<file path="src/rtl/fetch_decode.sv">
// Fetch/decode stage: PC, imem req/ack fetch, decode into register-file controls.
// Optional macro FD_ILLEGAL_TRAP_EN: undefined opcodes halt the stage and raise illegal.
module fetch_decode #(
  parameter int unsigned       PC_W     = 8,
  parameter logic [PC_W-1:0]   RESET_PC = '0
) (
  input  logic              clk,
  input  logic              rst_n,
  output logic              imem_req,
  output logic [PC_W-1:0]   imem_addr,
  input  logic              imem_ack,
  input  logic [15:0]       imem_rdata,
  input  logic              stall,
  input  logic              branch_en,
  input  logic [PC_W-1:0]   branch_target,
  output logic              dec_valid,
  output logic [PC_W-1:0]   pc,
  output logic [2:0]        ra1,
  output logic [2:0]        ra2,
  output logic [7:0]        wa,
  output logic              regwrite,
  output logic              memtoreg,
  output logic              memwrite,
  output logic              branch,
  output logic [2:0]        aluop,
  output logic [7:0]        imm,
  output logic              illegal
);

`ifdef FD_ILLEGAL_TRAP_EN
  localparam bit TRAP_EN = 1'b1;
`else
  localparam bit TRAP_EN = 1'b0;
`endif

  typedef enum logic [1:0] {
    S_IDLE,
    S_FETCH,
    S_DECODE,
    S_HALTED
  } state_e;

  typedef enum logic [3:0] {
    OP_NOP  = 4'd0,
    OP_ALU  = 4'd1,
    OP_ADDI = 4'd2,
    OP_LD   = 4'd3,
    OP_ST   = 4'd4,
    OP_BEQ  = 4'd5,
    OP_JMP  = 4'd6,
    OP_HALT = 4'd15
  } op_e;

  state_e          state_q;
  logic [PC_W-1:0] pc_q;
  logic [PC_W-1:0] dec_pc_q;
  logic            req_q;
  logic            dec_valid_q;
  logic [2:0]      ra1_q;
  logic [2:0]      ra2_q;
  logic [2:0]      rd_q;
  logic            regwrite_q;
  logic            memtoreg_q;
  logic            memwrite_q;
  logic            branch_q;
  logic [2:0]      aluop_q;
  logic [7:0]      imm_q;
  logic            halt_q;
  logic            illegal_q;

  logic [3:0]      op_d;
  logic            regwrite_d;
  logic            memtoreg_d;
  logic            memwrite_d;
  logic            branch_d;
  logic            halt_d;
  logic            jmp_d;
  logic            known_op_d;
  logic [2:0]      aluop_d;
  logic [7:0]      imm_d;
  logic [PC_W-1:0] pc_inc_d;

  always_comb begin
    op_d       = imem_rdata[15:12];
    regwrite_d = 1'b0;
    memtoreg_d = 1'b0;
    memwrite_d = 1'b0;
    branch_d   = 1'b0;
    halt_d     = 1'b0;
    jmp_d      = 1'b0;
    known_op_d = 1'b1;
    aluop_d    = 3'b000;
    imm_d      = {{2{imem_rdata[5]}}, imem_rdata[5:0]};
    pc_inc_d   = pc_q + PC_W'(1);
    case (op_d)
      OP_NOP:  ;
      OP_ALU: begin
        regwrite_d = 1'b1;
        aluop_d    = imem_rdata[2:0];
      end
      OP_ADDI: regwrite_d = 1'b1;
      OP_LD: begin
        regwrite_d = 1'b1;
        memtoreg_d = 1'b1;
      end
      OP_ST:   memwrite_d = 1'b1;
      OP_BEQ:  branch_d   = 1'b1;
      OP_JMP:  jmp_d      = 1'b1;
      OP_HALT: halt_d     = 1'b1;
      default: known_op_d = 1'b0;
    endcase
  end

  always_ff @(posedge clk or negedge rst_n) begin
    if (!rst_n) begin
      state_q     <= S_IDLE;
      pc_q        <= RESET_PC;
      dec_pc_q    <= RESET_PC;
      req_q       <= 1'b0;
      dec_valid_q <= 1'b0;
      ra1_q       <= '0;
      ra2_q       <= '0;
      rd_q        <= '0;
      regwrite_q  <= 1'b0;
      memtoreg_q  <= 1'b0;
      memwrite_q  <= 1'b0;
      branch_q    <= 1'b0;
      aluop_q     <= '0;
      imm_q       <= '0;
      halt_q      <= 1'b0;
      illegal_q   <= 1'b0;
    end else if (branch_en) begin
      // Redirect wins over stall, halt and any ack arriving this cycle.
      state_q     <= S_FETCH;
      pc_q        <= branch_target;
      req_q       <= 1'b1;
      dec_valid_q <= 1'b0;
      illegal_q   <= 1'b0;
    end else begin
      case (state_q)
        S_IDLE: begin
          state_q <= S_FETCH;
          req_q   <= 1'b1;
        end
        S_FETCH: begin
          if (imem_ack) begin
            if (jmp_d) begin
              pc_q <= PC_W'(imem_rdata[7:0]);
            end else if (TRAP_EN && !known_op_d) begin
              state_q   <= S_HALTED;
              req_q     <= 1'b0;
              illegal_q <= 1'b1;
            end else begin
              state_q     <= S_DECODE;
              req_q       <= 1'b0;
              dec_valid_q <= 1'b1;
              dec_pc_q    <= pc_q;
              ra1_q       <= imem_rdata[8:6];
              ra2_q       <= imem_rdata[5:3];
              rd_q        <= imem_rdata[11:9];
              regwrite_q  <= regwrite_d;
              memtoreg_q  <= memtoreg_d;
              memwrite_q  <= memwrite_d;
              branch_q    <= branch_d;
              aluop_q     <= aluop_d;
              imm_q       <= imm_d;
              halt_q      <= halt_d;
            end
          end
        end
        S_DECODE: begin
          if (!stall) begin
            dec_valid_q <= 1'b0;
            if (halt_q) begin
              state_q <= S_HALTED;
            end else begin
              state_q <= S_FETCH;
              pc_q    <= pc_inc_d;
              req_q   <= 1'b1;
            end
          end
        end
        S_HALTED: ;
        default: begin
          state_q <= S_IDLE;
          req_q   <= 1'b0;
        end
      endcase
    end
  end

  assign imem_req  = req_q;
  assign imem_addr = pc_q;
  assign dec_valid = dec_valid_q;
  assign pc        = dec_pc_q;
  assign ra1       = ra1_q;
  assign ra2       = ra2_q;
  assign wa        = {5'b0, rd_q};
  assign regwrite  = regwrite_q;
  assign memtoreg  = memtoreg_q;
  assign memwrite  = memwrite_q;
  assign branch    = branch_q;
  assign aluop     = aluop_q;
  assign imm       = imm_q;
  assign illegal   = illegal_q;

endmodule

</file>
<file path="config.mk">
export PLATFORM = sky130hd
export DESIGN_NAME = fetch_decode
export DESIGN_NICKNAME = d
export VERILOG_FILES = /design/src/rtl/fetch_decode.sv
export SDC_FILE = /design/constraint.sdc
export NUM_CORES = 1
export LEC_CHECK = 0
export BUFFER_PORTS_ARGS = -buffer_cell sky130_fd_sc_hd__buf_2
export CAP_MARGIN = 15
export CORE_MARGIN = 4
export CORE_UTILIZATION = 45
export CTS_CLUSTER_SIZE = 14
export DETAILED_ROUTE_END_ITERATION = 8
export PLACE_DENSITY_LB_ADDON = 0.05
export SETUP_SLACK_MARGIN = 0.5
export SYNTH_ARGS = -nofsm -noshare
export SYNTH_HDL_FRONTEND = slang
export SYNTH_SLANG_ARGS = --single-unit
export TNS_END_PERCENT = 50
</file>
<file path="constraint.sdc">
create_clock -name clk -period 2.3 [get_ports clk]
set_input_delay 0.345 -clock clk [delete_from_list [all_inputs] [get_ports clk]]
set_output_delay 0.345 -clock clk [all_outputs]
set_load 0.05 [all_outputs]
</file>
==> Yosys cells after proc, flatten, opt, wreduce, memory -nomap -nowiden <==
Cells that the tools add are included.
{ "word_totals": {"reg_bits": 43, "latchBits": 0, "mem_bits_rw": 0, "romBits": 0, "inputBits": 29, "wordCells": 71, "mem_count": 0} }
{ "op_classes": {"addsub": 1, "n_mul": 0, "div": 0, "order_cmp": 0, "n_eq_ne": 14, "n_shift": 0, "muxes": 30, "n_bitwise": 2, "n_reduce_logical": 9} }
{ "op_table": {"columns": ["op", "count"], "rows": [
  ["8-bit 2-to-1 mux", 5],
  ["8-bit one-hot mux with 2 select lines", 1],
  ["1-bit 2-to-1 mux", 15],
  ["3-bit != test (second input constant)", 5],
  ["4-bit by 3-bit equality test with 1-bit output (second input constant)", 3],
  ["4-bit AND reduction", 3],
  ["2-bit 2-to-1 mux", 5],
  ["5-bit AND reduction", 2],
  ["8-bit by 1-bit adder with 8-bit output (second input constant)", 1],
  ["4-bit by 2-bit equality test with 1-bit output (second input constant)", 2],
  ["2-bit one-hot mux with 3 select lines", 1],
  ["4-bit by 1-bit equality test with 1-bit output (second input constant)", 1],
  ["4-bit equality test (second input constant)", 1],
  ["4-bit nonzero test", 1],
  ["3-bit 2-to-1 mux", 1],
  ["1-bit one-hot mux with 3 select lines", 1],
  ["3-bit nonzero test", 1],
  ["3-bit OR reduction", 1],
  ["2-bit by 1-bit equality test with 1-bit output (second input constant)", 1],
  ["2-bit equality test (second input constant)", 1],
  ["2-bit zero test", 1],
  ["1-bit NOT", 2],
  ["1-bit one-hot mux with 2 select lines", 1]
]} }

==> Logic depth before layout (Yosys ltp) <==
{ "depth": {"word_depth": 6, "ltp_mapped": 8, "mapped_depth_nobuf": 6} }

==> Worst setup path before layout <==
OpenSTA, ideal clock, no wires.
{ "synth_path": {"kind": "reg2reg", "from": "reg state_q[0]", "to": "reg pc_q[0] (netlist: imem_addr[0])", "setup_ps": 125, "arrival_time_ps": 1665, "required_ps": 2175, "path_slack_ps": 510, "path_stages_with_launch": 8, "n_path_buf": 2, "synth_period_minus_slack_ps": 1790, "path_cell_list": "dfrtp_1 > inv_1 > ha_1 > buf_2 > nor4b_1 > a311oi_2 > buf_4 > mux2_2"} }
{ "synth_via": {"elab_chain_cells": 3, "word_cells_on_any_way": 10} }
{ "synth_rtl": {"columns": ["element", "line", "source"], "rows": [
  ["start: declaration", "54", "state_e state_q;"],
  ["start signal: assignment", "116", "state_q <= S_IDLE;"],
  ["start signal: assignment", "134", "state_q <= S_FETCH;"],
  ["start signal: assignment", "142", "state_q <= S_FETCH;"],
  ["2-bit by 1-bit equality test with 1-bit output or 2-bit equality test (tied branches)", "140", "case (state_q)"],
  ["3-bit != test (no source line) (tied with other cells)", null, null],
  ["5-bit AND reduction (no source line) or 8-bit 2-to-1 mux (tied branches)", null, null],
  ["end signal: assignment", "135", "pc_q <= branch_target;"],
  ["end signal: assignment", "148", "pc_q <= PC_W'(imem_rdata[7:0]);"],
  ["end signal: assignment", "178", "pc_q <= pc_inc_d;"],
  ["end: declaration", "55", "logic [PC_W-1:0] pc_q;"]
]} }
Parallel ways exist; a longest one is shown, timed or not.
A chain may end at the register's enable or synchronous reset.

==> Worst setup path after layout <==
{ "layout_path": {"from": "reg state_q[0]", "to": "reg pc_q[7] (netlist: imem_addr[7])"} }
The elaborated chain is that of the path after synthesis.

==> run metrics <==
DRT iter0 DRCs=75; WHS=0.2378 ns; PortBufs=70; syn_area_per_cell=8.681 sq um; Internal Power=1846 uW; critical path class=flop to flop; die height=76.18 microns; row count=24; GP Congestion=0.8332; number of I/O pins=77; clock power share=0.165; fin crit share=0.7674; synthesized area=2092 sq um; Crit. End Element=flop; Max rail drop VDD=0.7610 mV; max incr delay on CP=0.51 ns; met1 usage=0.2508; clock sink count=40; vias in the first global route=1822; Slew Limit Fails=0; Required @ worst endpoint=2.53 ns; sw frac=0.5092; core area=4414 sq um; prevailing post-synth register cell=dfrtp_1; Most Crowded Layer GR=met2; Logic pwr share=0.540; Clock H-tree levels=2; MaxCap Viol Count=0; first-pass GRT wire length=8818 microns; Max Freq=0.5666 GHz; clk slew on worst S/H paths=0.08 ns; share of total power in sequential cells=0.295; maximum clock path buffer count=2; Die Width=76.18 microns; Die Area=5803 sq um; Post-DRT Antenna Nets=0; skew final=0.004011 ns; Sum Neg Setup Slack=0 ns; Post-synth ARST share=1.000; ant diodes=0; Detailed Routing Iterations Pass 1=4; crit path launch type=flop; hpwl dp=3829 microns; total CTS buffers=5; Worst Slack Setup Final=0.5350 ns; largest net degree at the start of global routing=27; grt met2 use=0.2765; crit path cell chain=inv_2 > ha_4 > buf_8 > nand4_1 > or4_4 > a21oi_2 > a31o_2; starting density of the core=0.4739; initial antenna violation count=0; Synth cell types=42; Post-synth EDFFs=0; PD cells=1350 nW/um^2; Worst Path Arrival=2.00 ns; Slew headroom=0.6249; CTS tree=built; Area growth syn-to-layout=33.19%; status=complete, no violations; Crit-path slowest cell=or4_4; worst-margin pin slew=0.5567 ns; Skew-Pair Late Insertion Delay=0.29 ns; fin nets=353; synthesis-stage register bit count=40; Post-Route WL=5452 microns; Net Sw Power=1915 uW; post-DR vias/cell=5.228; Hold Path Class=input port to flop; Leak=0.001425 uW; layout cells sized above 1=0.3625; met3 GRT Util=0.06147; CTS Root Cell=clkbuf_8; pre-CTS WS=0.3577 ns; Total GRT Usage=0.1823; Final Hold Viols=0; register area share after synthesis=0.4785; DR DRC count=0; post-layout min period=1.765 ns; Post-Syn Instances=241; Setup Viol. Count Final=0; YS warnings=0; CP Max Fanout=7; RSZ-0062 raised after global routing=no; WL/cell=14.66 microns; Via Count=1945; grt total ovfl=0
## synthesized netlist by cell type, types with 2 or more instances
master / instances / share of area
nor2_1: 8 / 0.014
a211oi_1: 2 / 0.0072
a211o_1: 3 / 0.013
buf_4: 12 / 0.043
nand2b_1: 4 / 0.012
xnor2_1: 2 / 0.0084
ha_1: 5 / 0.030
dfrtp_1: 40 / 0.48
o41ai_1: 6 / 0.025
nand3_1: 7 / 0.017
o21ai_0: 12 / 0.029
nand2_1: 75 / 0.13
o31ai_1: 2 / 0.0072
nand4_1: 4 / 0.012
inv_1: 8 / 0.014
buf_2: 7 / 0.017
nor3_1: 4 / 0.0096
clkbuf_1: 2 / 0.0036
a21oi_1: 14 / 0.033
nor2b_1: 2 / 0.0060
## kinds of logic after synthesis
logic type      share of synthesized area
other cells                      0.001793
buf+inv                           0.07955
flops                              0.4785
xor+xnor                         0.008375
compound gates                     0.1549
fa+ha+maj                         0.02990
simple gates                       0.2368
mux                               0.01017
## per-stage QoR
stage | utilization | area (sq um) | std cells | power (uW)
floorplan | - | 2111 | 246 | 2616
global placement | 0.5544 | 2447 | 353 | 2989
CTS | 0.5947 | 2625 | 364 | 3663
global route | 0.6312 | 2786 | 372 | 3988
detailed placement | 0.5544 | 2447 | 353 | 3009
finish | 0.6312 | 2786 | 372 | 3761
## metal layers
metal / up-vias / part of all wire / routed length, microns
li1: 964 / - / -
met1: 897 / 0.46 / 2495
met2: 76 / 0.45 / 2439
met3: 8 / 0.085 / 464
met4: 0 / 0.0095 / 52
met5: - / 0 / 0
## layout make-up
| cell class | instances | area (sq um) |
|---|---|---|
| sequential | 40 | 1002 |
| multi-input combinational | 176 | 1046 |
| fill | 406 | 1628 |
| clock inverter | 1 | 30.03 |
| inverter | 8 | 30.03 |
| timing repair buffer | 88 | 516.7 |
| clock buffer | 7 | 96.34 |
| tap | 52 | 65.06 |
## worst max-delay path: cells and delay by family, from the launching register on
kind | cells | cell delay, ns
simple gates | 2 | 0.63
flops | 1 | 0.44
compound gates | 2 | 0.24
buf+inv | 2 | 0.21
fa+ha+maj | 1 | 0.18
## worst paths after layout
path | from | end | slack, ns | cells after the start
worst max-delay path | state_q[0] | imem_addr[7] | 0.53 | 7
worst min-delay path | imem_rdata[10] | rd_q[1] | 0.24 | 3
worst max register to register | state_q[0] | imem_addr[7] | 0.53 | 7
worst min register to register | pc[1] | pc[1] | 0.47 | 2
max in group asynchronous | rst_n | imm[2] | 1.16 | 3
min in group asynchronous | rst_n | memtoreg | 0.49 | 2
## layout by cell type (no fill, tap or decap), types with 2 or more instances in the layout
cell type / Yosys / layout
ha_1: 5 / 3
inv_1: 8 / 6
conb_1: 1 / 6
o21ai_0: 12 / 12
nand2_1: 75 / 75
a211o_1: 3 / 3
ha_4: 0 / 2
o41ai_1: 6 / 5
nor2b_1: 2 / 2
nor3_1: 4 / 2
xnor2_1: 2 / 2
nor3_2: 0 / 2
nand4_1: 4 / 4
nand2b_1: 4 / 4
nor2_1: 8 / 7
o31ai_1: 2 / 2
clkbuf_8: 0 / 7
buf_4: 12 / 14
inv_2: 0 / 2
nand3_1: 7 / 6
buf_2: 7 / 70
dfrtp_1: 40 / 39
a21oi_1: 14 / 13
## power groups by stage
stage	clock, uW	combinational (uW)	sequential, uW
6_report	622	2030	1110
5_1_grt	669	2170	1150
4_1_cts	636	1920	1100
3_5_place_dp	0	1900	1110
3_3_place_gp	0	1880	1110
2_1_floorplan	0	719	1900
## registers in the layout, indices dropped and copies added, names as in the netlist
signal	cells
pc	8
branch	1
imem_addr	8
memwrite	1
imem_req	1
aluop	3
rd_q	3
halt_q	1
ra2	3
ra1	3
regwrite	1
memtoreg	1
dec_valid	1
imm	3
state_q	2
## timing repair
item | 4_1_cts | 5_1_grt
endpoints found under the setup margin | 28 | 33
pin swaps | 1 | 5
hold buffers | 1 | 0
gates cloned | 0 | 1
buffers inserted | 2 | 7
resized for setup | 6 | 18
endpoints found under the hold margin | 14 | 0
(Power assumes the default switching activity.)
